<file path="config.mk">
export PLATFORM = sky130hd
export DESIGN_NAME = pio_sm_fifo
export DESIGN_NICKNAME = d
export VERILOG_FILES = /design/src/rtl/pio_sm_fifo.sv
export SDC_FILE = /design/constraint.sdc
export NUM_CORES = 1
export LEC_CHECK = 0
export ABC_CLOCK_PERIOD_IN_PS = 7400
export CORE_ASPECT_RATIO = 1.2
export CORE_UTILIZATION = 40
export DETAILED_ROUTE_END_ITERATION = 6
export HOLD_SLACK_MARGIN = 0.15
export PLACE_DENSITY = 0.56
export SKIP_LAST_GASP = 1
export SLEW_MARGIN = 10
export SYNTH_ARGS = -nofsm -noshare
export SYNTH_HDL_FRONTEND = slang
export SYNTH_SLANG_ARGS = --single-unit
</file>
<file path="constraint.sdc">
create_clock -name clk -period 7.4 [get_ports clk]
set_input_delay 1.48 -clock clk [delete_from_list [all_inputs] [get_ports clk]]
set_output_delay 1.48 -clock clk [all_outputs]
set_load 0.1 [all_outputs]
</file>
<file path="src/rtl/pio_sm_fifo.sv">
// TX/RX FIFO pair for one PIO state machine, sharing 2*DEPTH words of storage
// so that either direction can be joined to twice the depth.
module pio_sm_fifo #(
   parameter int DEPTH = 4,
   parameter int WIDTH = 32
) (
   input  logic             clk,
   input  logic             rst,
   input  logic             join_tx,
   input  logic             join_rx,
   input  logic             txf_wr,
   input  logic [WIDTH-1:0] txf_wdata,
   input  logic             rxf_rd,
   output logic [WIDTH-1:0] rxf_rdata,
   input  logic             sm_pull,
   output logic [WIDTH-1:0] sm_pull_data,
   input  logic             sm_push,
   input  logic [WIDTH-1:0] sm_push_data,
   output logic             tx_empty,
   output logic             tx_full,
   output logic             rx_empty,
   output logic             rx_full,
   output logic [3:0]       tx_level,
   output logic [3:0]       rx_level,
   output logic             tx_over,
   output logic             rx_under,
   output logic             tx_stall,
   output logic             rx_stall
);

   localparam int SLOTS = 2 * DEPTH;
   localparam int PW    = $clog2(SLOTS);
   localparam logic [3:0] CAP_FULL = 4'(SLOTS);
   localparam logic [3:0] CAP_HALF = 4'(DEPTH);

   typedef enum logic [1:0] {
      CFG_SPLIT   = 2'd0,
      CFG_JOIN_TX = 2'd1,
      CFG_JOIN_RX = 2'd2
   } cfg_e;

   // Both-set collapses to the split layout, so only the effective mode matters.
   function automatic cfg_e cfg_of(input logic jt, input logic jr);
      if (jt && !jr) return CFG_JOIN_TX;
      if (jr && !jt) return CFG_JOIN_RX;
      return CFG_SPLIT;
   endfunction

   function automatic logic [3:0] ptr_inc(input logic [3:0] ptr, input logic [3:0] cap);
      return (ptr == cap - 4'd1) ? 4'd0 : ptr + 4'd1;
   endfunction

   logic [WIDTH-1:0] mem [SLOTS];

   logic       join_tx_q, join_rx_q;
   logic [3:0] tx_count, tx_rptr, tx_wptr;
   logic [3:0] rx_count, rx_rptr, rx_wptr;

   cfg_e       cfg_cur, cfg_reg;
   logic       cfg_change;
   logic [3:0] tx_cap, rx_cap, rx_base;
   logic       tx_pop_ok, tx_push_ok, rx_pop_ok, rx_push_ok;
   logic [3:0] tx_raddr, tx_waddr, rx_raddr, rx_waddr;

   always_comb begin
      cfg_cur    = cfg_of(join_tx, join_rx);
      cfg_reg    = cfg_of(join_tx_q, join_rx_q);
      cfg_change = (cfg_cur != cfg_reg);
      tx_cap     = CAP_HALF;
      rx_cap     = CAP_HALF;
      rx_base    = CAP_HALF;
      case (cfg_cur)
         CFG_JOIN_TX: begin
            tx_cap = CAP_FULL;
            rx_cap = 4'd0;
         end
         CFG_JOIN_RX: begin
            tx_cap  = 4'd0;
            rx_cap  = CAP_FULL;
            rx_base = 4'd0;
         end
         default: ;
      endcase
      // A full FIFO still takes a push when the same cycle's pop frees a slot.
      tx_pop_ok  = sm_pull && (tx_count != 4'd0);
      tx_push_ok = txf_wr && ((tx_count < tx_cap) || tx_pop_ok);
      rx_pop_ok  = rxf_rd && (rx_count != 4'd0);
      rx_push_ok = sm_push && ((rx_count < rx_cap) || rx_pop_ok);
      tx_raddr   = tx_rptr;
      tx_waddr   = tx_wptr;
      rx_raddr   = rx_base + rx_rptr;
      rx_waddr   = rx_base + rx_wptr;
   end

   always_ff @(posedge clk) begin
      if (!rst) begin
         join_tx_q <= join_tx;
         join_rx_q <= join_rx;
         tx_count  <= 4'd0;
         tx_rptr   <= 4'd0;
         tx_wptr   <= 4'd0;
         rx_count  <= 4'd0;
         rx_rptr   <= 4'd0;
         rx_wptr   <= 4'd0;
         tx_over   <= 1'b0;
         rx_under  <= 1'b0;
         tx_stall  <= 1'b0;
         rx_stall  <= 1'b0;
      end else if (cfg_change) begin
         join_tx_q <= join_tx;
         join_rx_q <= join_rx;
         tx_count  <= 4'd0;
         tx_rptr   <= 4'd0;
         tx_wptr   <= 4'd0;
         rx_count  <= 4'd0;
         rx_rptr   <= 4'd0;
         rx_wptr   <= 4'd0;
         tx_over   <= 1'b0;
         rx_under  <= 1'b0;
         tx_stall  <= 1'b0;
         rx_stall  <= 1'b0;
      end else begin
         join_tx_q <= join_tx;
         join_rx_q <= join_rx;
         if (tx_pop_ok)  tx_rptr <= ptr_inc(tx_rptr, tx_cap);
         if (tx_push_ok) tx_wptr <= ptr_inc(tx_wptr, tx_cap);
         if (rx_pop_ok)  rx_rptr <= ptr_inc(rx_rptr, rx_cap);
         if (rx_push_ok) rx_wptr <= ptr_inc(rx_wptr, rx_cap);
         tx_count <= tx_count + {3'd0, tx_push_ok} - {3'd0, tx_pop_ok};
         rx_count <= rx_count + {3'd0, rx_push_ok} - {3'd0, rx_pop_ok};
         tx_over  <= txf_wr && !tx_push_ok;
         tx_stall <= sm_pull && !tx_pop_ok;
         rx_stall <= sm_push && !rx_push_ok;
         rx_under <= rxf_rd && !rx_pop_ok;
      end
   end

   // Storage needs no reset: counts gate every read of it.
   always_ff @(posedge clk) begin
      if (rst && !cfg_change) begin
         if (tx_push_ok) mem[tx_waddr[PW-1:0]] <= txf_wdata;
         if (rx_push_ok) mem[rx_waddr[PW-1:0]] <= sm_push_data;
      end
   end

   always_comb begin
      tx_empty     = (tx_count == 4'd0);
      rx_empty     = (rx_count == 4'd0);
      tx_full      = (tx_count == tx_cap);
      rx_full      = (rx_count == rx_cap);
      tx_level     = tx_count;
      rx_level     = rx_count;
      sm_pull_data = tx_empty ? '0 : mem[tx_raddr[PW-1:0]];
      rxf_rdata    = rx_empty ? '0 : mem[rx_raddr[PW-1:0]];
   end

endmodule

</file>
---- Word-level counts from Yosys, hierarchy flattened ----
Memories as Yosys holds them, arrays and structs flattened. A register that Yosys moved wholly into a read port is not among the register bits.
Index checks and enable logic that the tools add are counted.
word-level totals
  memories ................................ 1
  bits in writable memories ............... 256
  input port bits ......................... 72
  register bits ........................... 30
memories
  memory  words  bits a word  read ports  clocked after Yosys merged registers in  write ports  RTL line  source
  mem     8      32           2           1                                        2            53        logic [WIDTH-1:0] mem [SLOTS];
operators by class
  reduce and logical (&&, ||, !) cells .... 29
  bitwise logic cells ..................... 1
  magnitude comparators ................... 2
  multiplexer cells ....................... 31
  $add $sub $neg .......................... 12
  equality and inequality tests ........... 9
operators by type and width
  operator               count
  $mux W32               2
  $eq A4 B4 Y1           6
  $add A4 B1 Y4 const B  4
  $mux W2                8
  $mux W4                4
  $pmux W4 S2            2
  $logic_and A1 B1 Y1    13
  $mux W1                12
  $logic_not A1 Y1       9
  $mux W3                3
  $add A4 B1 Y4          2
  $logic_not A4 Y1       2
  $lt A4 B4 Y1           2
  $reduce_bool A4 Y1     2
  $sub A4 B1 Y4          2
  $sub A4 B1 Y4 const B  2
  $add A3 B3 Y3          2
  $eq A2 B1 Y1 const B   1
  $eq A2 B2 Y1 const B   1
  $logic_or A1 B1 Y1     2
  $ne A2 B2 Y1           1
  $reduce_or A2 Y1       1
  $not A1 Y1             1

---- Logic depth before layout (Yosys ltp) ----
  word-level depth ........................ 14
  gate-level depth with buffers ........... 15
  gate-level depth less buffers ........... 14

---- Least setup slack after synthesis ----
Ideal clock, no wire load.
  path kind ............................... input-to-reg
  start ................................... input port join_rx
  end ..................................... memory mem[4][0], enable pin
  data required time ...................... 6889 ps
  arrival ................................. 6358 ps
  path slack .............................. 532 ps
  library setup time ...................... 511 ps
  stages on the path ...................... 8
  path through ............................ inv_1 > ha_1 > inv_1 > ha_1 > nor2b_1 > o32ai_1 > nand2_1 > o41ai_1
RTL lines
  what                RTL line  source
  start: declaration  10        input logic join_rx,
  end: declaration    53

---- Final worst setup path ----
  start ................................... input port join_tx
  end ..................................... output port rx_full
between the ends
  cells in the longest elaborated chain, start to end .. 9
  elaborated cells on any way between the ends .. 13
  classes of those cells .................. eq/ne: 3; mux: 7; reduce/logical: 3
ends and longest elaborated chain
  what                                                 RTL line  source
  start: declaration                                   9         input logic join_tx,
  $logic_not A1 Y1                                     45        if (jr && !jt) return CFG_JOIN_RX;
  $logic_and A1 B1 Y1                                  45
  $mux W1 (2 in a row)                                 45
  $mux W2                                              46        return CFG_SPLIT;
  $mux W2 *                                            45
  $eq A2 B2 Y1 / $eq A2 B1 Y1 (equally long branches)  72        case (cfg_cur)
  $pmux W4 S2 *                                        72
  $eq A4 B4 Y1 *                                       150       rx_full = (rx_count == rx_cap);
  end: declaration                                     22        output logic rx_full,
Every way passes the cells marked *; elsewhere a longest branch is shown, timed or not. The select of a mux whose other input is x is not followed.

==> flow_summary_export.csv <==
group,metric,value,unit
pwr,ir_drop,140,µV
final_layout,instances_no_fill,1799,
yosys,avgSynthCellArea,15.3,µm²
timing,finClkSkew,0.0181,ns
grt,grt_max_degree,48,
timing,timing.max_slew.rel_slack,25.8,%
yosys,synth_seq_area_share,49.9,%
cts,post_cts_resized,0,
yosys,async_flop_share,0,%
placement,gp_congestion,0.759,
placement,detailed_place_hpwl,27.9,mm
cts,clkSlewWorstSetupHoldPaths,0.06,ns
yosys,yosysWarnings,0,
floorplanning,initial_core_util,40.8,%
yosys,synth_nets,1188,
hold_path,hold_path.class,"flip-flop to flip-flop",
grt,track_usage,23.0,%
placement,port_buffers,151,
pwr,power_density,214,mW/mm²
timing,clock.fmax,0.172,GHz
yosys,ys.flop_type,"edfxtp_1",
pwr,p_leak,0.00637,µW
cts,cts_tree,"yes",
detailed_routing,dr.pass1.iters,4,
cts,clk-insertion-delay-late,0.53,ns
floorplanning,core_area,0.0409,mm²
detailed_routing,drt_iter0_drc,770,
grt,grt_pass1_vias,10890,
timing,finalSetupViolations,0,
floorplanning,die_area,0.0426,mm²
yosys,synth_seq_cells,289,
setup_path,worst_ep_required_time,5.92,ns
final_layout,drive_above_1_share,40.9,%
cts,numCtsBuffers,34,
floorplanning,rows,81,
yosys,synth.distinct_cells,44,
floorplanning,die_w,189,µm
timing,period_needed,5.80,ns
yosys,syn_area,0.0167,mm²
final_layout,final_nets,1330,
yosys,ys_top_cells_by_area,"edfxtp_1 46%, mux4_2 17%, mux2_2 17%",
yosys,synth_common_cells,"256 x edfxtp_1, 247 x mux2_2, 128 x mux4_2",
detailed_routing,drc_errors,0,
timing,fin_crit_sh,78.3,%
cts,hold_buffers,0,
yosys,synth-edff-count,256,
final_layout,post-route-util,48.7,%
cts,post-cts-setup-buffers,0,
cts,cts.sinks,289,
timing,tns,0,ns
grt,grt_pass1_wl,71.4,mm
final_layout,areaGrowthSynthToFinish,19.1,%
placement,dp.cells,1738,
yosys,netlist_instances,1093,
timing,hold_viol_final,0,
flow_run,cap_violations,0,
timing,worstMarginPinSlew,1.11,ns
outcome,status,"finished, final reports clean",
cts,htreeDepth,2,
floorplanning,die_h,226,µm
cts,cts_buffer_depth,3,
yosys,synthMostInstantiatedCell,"edfxtp_1",
detailed_routing,wl_per_cell,27.0,µm
setup_path,path_class,"primary input to output port",
timing,drv_slew,0,
grt,overflow,0,
floorplanning,ios,152,
setup_path,end_kind,"output port",
setup_path,cp.arrival,4.32,ns
detailed_routing,wl,48.5,mm
detailed_routing,vias,10362,
yosys,synth.top_cell.area_share,46.0,%
setup_path,setup.worst_path.start_class,"primary input",
cts,root_buffer,"clkbuf_16",
yosys,synth_area_leader_cell,"edfxtp_1",
grt,antenna_found_initial,3,
detailed_routing,routed_via_density,5.76,
setup_path,path_max_fanout,7,
timing,rsz0062_at_grt,"no",
detailed_routing,postRouteAntennaNets,0,
-- registers in the layout, indices dropped and copies added, names as in the netlist, named ones only --
signal / cells
join_rx_q: 1
join_tx_q: 1
mem: 256
rx_level: 4
rx_rptr: 4
rx_stall: 1
rx_under: 1
rx_wptr: 4
tx_level: 4
tx_over: 1
tx_raddr: 4
tx_stall: 1
tx_waddr: 4
-- kinds of logic after synthesis --
kind of cell    Yosys count  synth area share, %
mux                     421                 36.7
flops                   289                 49.9
simple gates            180                 5.37
buf+inv                  97                 2.81
compound gates           61                 2.22
fa+ha+maj                23                 1.81
xor+xnor                 22                 1.15
-- power breakdown --
part,switching [µW],total [µW],internal (µW),leakage (µW)
combinational,547,793,245,0.00327
clock,693,1640,951,0.000527
sequential,20.6,1820,1800,0.00258
total,1260,4250,2990,0.00637
-- final timing paths --
| kind | to | slack (ns) | start | depth (start not counted) |
|---|---|---|---|---|
| setup / recovery | rx_full | 1.60 | join_tx | 8 |
| hold / removal | rx_wptr[3] | 0.50 | rx_wptr[3] | 2 |
| setup reg to reg | mem[7][21] | 3.71 | tx_level[2] | 9 |
| hold reg to reg | rx_wptr[3] | 0.50 | rx_wptr[3] | 2 |
-- cell type report --
class,instances,area [µm²]
Clock buffer,38,866
Antenna cell,2,5.00
Sequential cell,289,8360
Timing Repair Buffer,184,1720
Clock inverter,21,195
Fill cell,3616,21000
Inverter,19,71.3
Multi-Input combinational cell,707,8030
Tap cell,539,674
-- critical path, stage by stage --
cell and delay (ns):
clkdlybuf4s50_1 0.47, inv_1 0.11, ha_1 0.47, inv_1 0.12
ha_1 0.31, nand2_1 0.07, nor3_1 0.13, clkdlybuf4s50_1 1.16
-- metrics by stage --
stage          hold WS [ns]  instance area (µm²)  power, µW  worst slack [ns]
2_1_floorplan         0.470                16700       2400             0.532
3_3_place_gp          0.487                18900       2640              1.58
3_5_place_dp          0.498                18900       2650              1.57
4_1_cts               0.506                19900       4290              1.58
5_1_grt               0.545                19900       4390              1.41
6_report              0.504                19900       4250              1.60
-- placed cells by master, fill, tap and decap left out, types with 3 or more instances in the layout --
master,instances
bufinv_16,3
clkbuf_16,34
and2_1,3
clkdlybuf4s50_1,119
mux2i_1,37
nor2_1,55
clkbuf_1,4
mux2_2,247
and3_1,7
mux4_2,128
buf_12,3
clkinv_2,8
clkinv_1,6
nand4_1,3
nor2b_1,6
nor3_1,3
o31ai_1,3
nand2_1,75
nand3b_1,3
edfxtp_1,256
buf_4,62
nand3_1,8
inv_1,19
or3_1,3
dfxtp_1,28
nor4_4,7
xor2_1,10
xnor2_1,10
ha_1,21
a21oi_1,40
dfxtp_4,3
o21bai_4,5
mux2_1,9
-- per-layer routing --
metal	track usage, %	up-vias	share of wire, %	routed length, µm
li1	-	4619	-	-
met1	29.6	5450	43	21000
met2	41.1	231	51	25000
met3	2.64	60	3.3	1590
met4	6.04	2	2.0	992
met5	0	-	0.019	9
No activity file was read; power rests on OpenSTA's default activity.
